## config.mk

```make
export PLATFORM = sky130hd
export DESIGN_NAME = ssd_frame_arbiter
export DESIGN_NICKNAME = d
export VERILOG_FILES = /design/src/rtl/ssd_frame_arbiter.sv
export SDC_FILE = /design/constraint.sdc
export NUM_CORES = 1
export LEC_CHECK = 0
export ABC_AREA = 0
export BUFFER_PORTS_ARGS = -buffer_cell sky130_fd_sc_hd__buf_4
export CORE_ASPECT_RATIO = 0.6
export CORE_UTILIZATION = 40
export DETAILED_ROUTE_END_ITERATION = 7
export HOLD_SLACK_MARGIN = 0.02
export PLACE_DENSITY_LB_ADDON = 0.25
export SLEW_MARGIN = 20
export SYNTH_ARGS = -nofsm -noshare
export SYNTH_HDL_FRONTEND = slang
export SYNTH_SLANG_ARGS = --single-unit
```

## constraint.sdc

```tcl
create_clock -name clk50M -period 2.05 [get_ports clk50M]
set_input_delay 0.205 -clock clk50M [delete_from_list [all_inputs] [get_ports clk50M]]
set_output_delay 0.205 -clock clk50M [all_outputs]
set_load 0.02 [all_outputs]
```

## src/rtl/ssd_frame_arbiter.sv

```systemverilog
// rtl/ssd_frame_arbiter.sv - round-robin arbiter sharing four seven-segment digits among three frame requesters
module ssd_frame_arbiter #(
  parameter int TICK_DIV    = 500000,
  parameter int HOLD_TICKS  = 100,
  parameter int BLINK_TICKS = 25
) (
  input  logic        clk50M,
  input  logic        reset,
  input  logic [2:0]  req,
  input  logic [2:0]  blink,
  input  logic [27:0] frame0,
  input  logic [27:0] frame1,
  input  logic [27:0] frame2,
  output logic [2:0]  grant,
  output logic [2:0]  done,
  output logic        busy,
  output logic [6:0]  ssd3,
  output logic [6:0]  ssd2,
  output logic [6:0]  ssd1,
  output logic [6:0]  ssd0
);

  localparam int PW = $clog2(TICK_DIV);
  localparam int HW = $clog2(HOLD_TICKS + 1);
  localparam int BW = $clog2(BLINK_TICKS + 1);
  localparam logic [PW-1:0] PRESC_LAST = PW'(TICK_DIV - 1);
  localparam logic [HW-1:0] HOLD_LAST  = HW'(HOLD_TICKS - 1);
  localparam logic [BW-1:0] BLINK_LAST = BW'(BLINK_TICKS - 1);
  localparam logic [27:0]   BLANK      = 28'hFFFFFFF;

  typedef enum logic [1:0] {IDLE, SHOW, GAP} state_t;

  state_t        r_state, w_state;
  logic [1:0]    r_ptr, w_ptr;
  logic [1:0]    r_gidx, w_gidx;
  logic [2:0]    r_grant, w_grant;
  logic [2:0]    r_done, w_done;
  logic          r_busy, w_busy;
  logic [PW-1:0] r_presc, w_presc;
  logic [HW-1:0] r_hold, w_hold;
  logic [BW-1:0] r_bcnt, w_bcnt;
  logic          r_phase_blank, w_phase_blank;
  logic          r_blink_en, w_blink_en;
  logic [27:0]   r_ssd, w_ssd;

  logic [1:0]    w_c0, w_c1, w_win;
  logic          w_tick;
  logic          w_gnt_req;
  logic [27:0]   w_frame;

  // Search order after the last winner: ptr+1, ptr+2, ptr (mod 3)
  always_comb begin
    w_c0      = (r_ptr == 2'd2) ? 2'd0 : r_ptr + 2'd1;
    w_c1      = (w_c0 == 2'd2) ? 2'd0 : w_c0 + 2'd1;
    w_win     = req[w_c0] ? w_c0 : (req[w_c1] ? w_c1 : r_ptr);
    w_tick    = (r_presc == PRESC_LAST);
    w_gnt_req = req[r_gidx];
    case (r_gidx)
      2'd0:    w_frame = frame0;
      2'd1:    w_frame = frame1;
      default: w_frame = frame2;
    endcase
  end

  always_comb begin
    w_state       = r_state;
    w_ptr         = r_ptr;
    w_gidx        = r_gidx;
    w_grant       = r_grant;
    w_done        = 3'b000;
    w_busy        = r_busy;
    w_presc       = r_presc;
    w_hold        = r_hold;
    w_bcnt        = r_bcnt;
    w_phase_blank = r_phase_blank;
    w_blink_en    = r_blink_en;
    w_ssd         = (r_state == SHOW && (!r_phase_blank || !r_blink_en)) ? w_frame : BLANK;

    case (r_state)
      IDLE: begin
        if (|req) begin
          w_state       = SHOW;
          w_ptr         = w_win;
          w_gidx        = w_win;
          w_grant       = 3'(3'b001 << w_win);
          w_busy        = 1'b1;
          w_blink_en    = blink[w_win];
          w_presc       = '0;
          w_hold        = '0;
          w_bcnt        = '0;
          w_phase_blank = 1'b0;
        end
      end
      SHOW: begin
        // A dropped request beats a coinciding final tick: no done pulse
        if (!w_gnt_req) begin
          w_state = GAP;
          w_grant = 3'b000;
          w_busy  = 1'b0;
        end else if (w_tick && r_hold == HOLD_LAST) begin
          w_state = GAP;
          w_grant = 3'b000;
          w_busy  = 1'b0;
          w_done  = r_grant;
        end else begin
          w_presc = w_tick ? '0 : r_presc + PW'(1);
          if (w_tick) begin
            w_hold = r_hold + HW'(1);
            if (r_blink_en) begin
              if (r_bcnt == BLINK_LAST) begin
                w_bcnt        = '0;
                w_phase_blank = ~r_phase_blank;
              end else begin
                w_bcnt = r_bcnt + BW'(1);
              end
            end
          end
        end
      end
      GAP:     w_state = IDLE;
      default: w_state = IDLE;
    endcase
  end

  always_ff @(posedge clk50M) begin
    if (reset) begin
      r_state       <= IDLE;
      r_ptr         <= 2'd2;
      r_gidx        <= 2'd0;
      r_grant       <= 3'b000;
      r_done        <= 3'b000;
      r_busy        <= 1'b0;
      r_presc       <= '0;
      r_hold        <= '0;
      r_bcnt        <= '0;
      r_phase_blank <= 1'b0;
      r_blink_en    <= 1'b0;
      r_ssd         <= BLANK;
    end else begin
      r_state       <= w_state;
      r_ptr         <= w_ptr;
      r_gidx        <= w_gidx;
      r_grant       <= w_grant;
      r_done        <= w_done;
      r_busy        <= w_busy;
      r_presc       <= w_presc;
      r_hold        <= w_hold;
      r_bcnt        <= w_bcnt;
      r_phase_blank <= w_phase_blank;
      r_blink_en    <= w_blink_en;
      r_ssd         <= w_ssd;
    end
  end

  assign grant = r_grant;
  assign done  = r_done;
  assign busy  = r_busy;
  assign ssd3  = r_ssd[27:21];
  assign ssd2  = r_ssd[20:14];
  assign ssd1  = r_ssd[13:7];
  assign ssd0  = r_ssd[6:0];

endmodule
```

==> metrics.log <==
[metrics] die height: 75.3 µm
[metrics] portion of the post-synthesis area used by sequential elements: 0.408
[metrics] Mean Syn Cell Area: 9.04 µm²
[metrics] post-synth cell types: 50
[metrics] fraction of final layout cells sized beyond drive strength 1: 0.433
[metrics] reported net switching power: 0.00107 W
[metrics] latest clock arrival within the worst-skew pair: 0.34 ns
[metrics] via count of the first global-routing pass: 3050
[metrics] Static Leakage: 2.15 nW
[metrics] Starting DRT DRC Count: 177
[metrics] sequential group share of total power: 0.361
[metrics] Crit path required time: 2.27 ns
[metrics] timing-limited maximum frequency: 483 MHz
[metrics] number of max-cap violations: 0
[metrics] Antenna diodes: 0
[metrics] gpl congestion: 0.821
[metrics] Synth area leader: dfxtp_1
[metrics] largest net degree at the start of global routing: 29
[metrics] share of async-settable or async-resettable flops after synthesis: 0
[metrics] cells after synthesis: 396
[metrics] CTS buffer count: 9
[metrics] total grt overflow: 0
[metrics] final hold slack: 0.0811 ns
[metrics] DP HPWL: 6870 µm
[metrics] Post-Place Cell Area: 4900 µm²
[metrics] final antenna-violating net count: 0
[metrics] status: finished, violations left
[metrics] Worst R2R Setup Slack: -0.02 ns
[metrics] #FFs+latches synth: 73
[metrics] area taken by multi-input logic gates: 2120 µm²
[metrics] number of placement rows: 26
[metrics] maximum vdd ir drop: 0.526 mV
[metrics] clock transition at the registers of the reported paths: 0.06 ns
[metrics] vias per cell: 5.12
[metrics] Worst Setup Slack post-DPL: -0.0773 ns
[metrics] design internal power: 0.00319 W
[metrics] width of the die: 124 µm
[metrics] final slew viol count: 0
[metrics] mean routed wirelength per cell: 14.2 µm
[metrics] fill count: 733
[metrics] part of the cycle the worst path needs: 1.01
[metrics] clock sinks: 73
[metrics] # H-tree levels: 3
[metrics] startpoint types: register
[metrics] DIE AREA: 9350 µm²
[metrics] setup repair after global routing missed its margin: true
[metrics] input/output buffers: 126
[metrics] Clk pwr share: 0.434
[metrics] top-level port count: 127
[metrics] setup slack of the critical path after layout: -0.0207 ns
[metrics] crit end category: register
[metrics] Pwr Density: 791 nW/µm²
[metrics] effective utilization at floorplan: 0.417
[metrics] via count: 3437
[metrics] Setup CP Type: reg -> reg
[metrics] dominant cells by area after synthesis: dfxtp_1, mux2_2, mux2i_1, nand2_1, xnor2_1
[metrics] first-pass GRT wire length: 14500 µm
[metrics] number of antenna violations at the first check in global routing: 0
[metrics] final worst path period need: 2.07 ns
[metrics] Placeable Area: 8590 µm²
[metrics] register area: 1470 µm²
[metrics] synthesized net count: 492
[metrics] count of endpoints failing hold in the final timing report: 0
[metrics] maximum fanout count along the critical path: 3
[metrics] layout-stage area growth over the synthesis result: 50.4%
[metrics] setup TNS after final layout: -0.0476 ns
[metrics] DRC: 0
[metrics] proportion of netlist area held by the largest area contributor: 0.408
[metrics] clock root buffer: clkbuf_16
[metrics] primary flip-flop cell chosen by synthesis mapping: dfxtp_1
[metrics] count of synthesis-stage warnings from yosys: 0
[metrics] Mapped Area: 3580 µm²
[metrics] Tightest Pin Transition: 0.681 ns
[metrics] most instantiated library cell after synthesis: dfxtp_1
[metrics] violations in the final reports: negative setup slack
[metrics] Max-slew headroom: 0.541
[metrics] Combinational Power Share: 0.205
[metrics] data arrival at the endpoint of the critical path: 2.29 ns
[metrics] Final nets: 650
[metrics] worst min-delay path category: in -> reg
[metrics] total wire length: 9530 µm
[metrics] clock skew after layout: 0.00684 ns
[metrics] TritonCTS clock tree: done
[metrics] number of flops mapped to enable cells by yosys: 0
[metrics] Setup Viol. Count Final: 4
[metrics] switching portion of total power: 0.251
[metrics] top cells by instance count after synthesis: dfxtp_1, nand2_1, nor2_1, mux2i_1, mux2_2
[metrics] Max clock buf depth: 2
[metrics] final non-filler cell area: 5390 µm²
[metrics] total track usage: 0.203
[metrics] Pre-antenna DRT Iters: 4
final cells by class:
cell class                      count  share of cell area
Inverter                            7             0.00488
Timing Repair Buffer              168               0.237
Clock inverter                      4              0.0184
Multi-Input combinational cell    295               0.393
Sequential cell                    73               0.273
Clock buffer                       12              0.0476
Tap cell                          112              0.0260
cell usage in the layout, fill, tap and decap left out, types with 2 or more instances in the layout:
cell type and count:
dfxtp_1 67, dfxtp_2 6, nor4b_2 2, o21ai_0 8, nand2_1 49, nor4_1 9, nor2b_1 3, or4_1 3
and3_1 4, nor4b_1 4, nand3b_1 3, or3_1 6, bufinv_16 3, ha_1 2, nor2_1 35, clkbuf_8 2
a21oi_1 15, and4bb_2 2, nand4b_1 2, a21oi_2 2, nand3_1 10, xnor2_1 21, nor3b_1 2, nor3_2 2
mux2_2 28, and2_1 5, nand2b_1 4, nor3_1 10, inv_1 7, mux2i_1 30, clkbuf_16 9, buf_4 166
nand4_1 4
sequential cells by signal (all words and copies together) (netlist names):
signal	flops
r_ssd	28
r_presc	19
r_hold	7
r_bcnt	5
done	3
grant	3
r_ptr	2
r_state	2
busy	1
r_blink_en	1
r_gidx	1
r_phase_blank	1
cells by family after synthesis:
logic type / Yosys count / synth area share
and+or+nand+nor: 172 / 0.251
AOI/OAI and AO/OA: 39 / 0.0692
adders and majority gates: 4 / 0.0140
DFF: 73 / 0.408
muxes: 58 / 0.172
buffers and inverters: 28 / 0.0321
xor gates and xnor gates: 22 / 0.0538
power by group through the flow:
stage	clock network (W)	logic, W	registers [W]
floorplan	0	0.000439	0.00161
global placement	0	0.000825	0.00156
detailed placement	0	0.000841	0.00156
CTS	0.00188	0.000857	0.00154
global route	0.00194	0.000948	0.00155
finish	0.00185	0.000874	0.00154
critical path, cell delays in order, from the launching register on:
cell,delay [ns]
dfxtp_2,0.35
ha_4,0.14
nand4b_1,0.15
or4b_4,0.52
or2_4,0.27
a311o_1,0.32
a21oi_1,0.16
nor2_1,0.05
metal layers:
metal | track usage | part of all wire | up-vias
met4 | 0.0807 | 0.0090 | 0
li1 | - | - | 1710
met1 | 0.273 | 0.46 | 1628
met3 | 0.0524 | 0.056 | 8
met2 | 0.316 | 0.48 | 91
met5 | 0 | 0 | -
worst paths after layout:
path,start,end,depth (start not counted)
max,r_hold[1],grant[2],7
min,frame2[19],r_ssd[19],3
max reg2reg,r_hold[1],grant[2],7
min reg2reg,r_bcnt[1],r_bcnt[1],2
through the flow:
stage / power, W / cells / util
4_1_cts: 0.00427 / 670 / 0.618
2_1_floorplan: 0.00205 / 396 / -
3_3_place_gp: 0.00239 / 651 / 0.571
6_report: 0.00426 / 671 / 0.627
3_5_place_dp: 0.00240 / 651 / 0.571
5_1_grt: 0.00443 / 671 / 0.627
timing repair:
action | 4_1_cts | 5_1_grt
setup buffers | 3 | 2
pin swaps | 6 | 10
hold buffers | 0 | 0
endpoints found under the setup margin | 7 | 33
gates cloned | 0 | 0
gates resized for setup | 9 | 15
(Power assumes the default switching activity.)
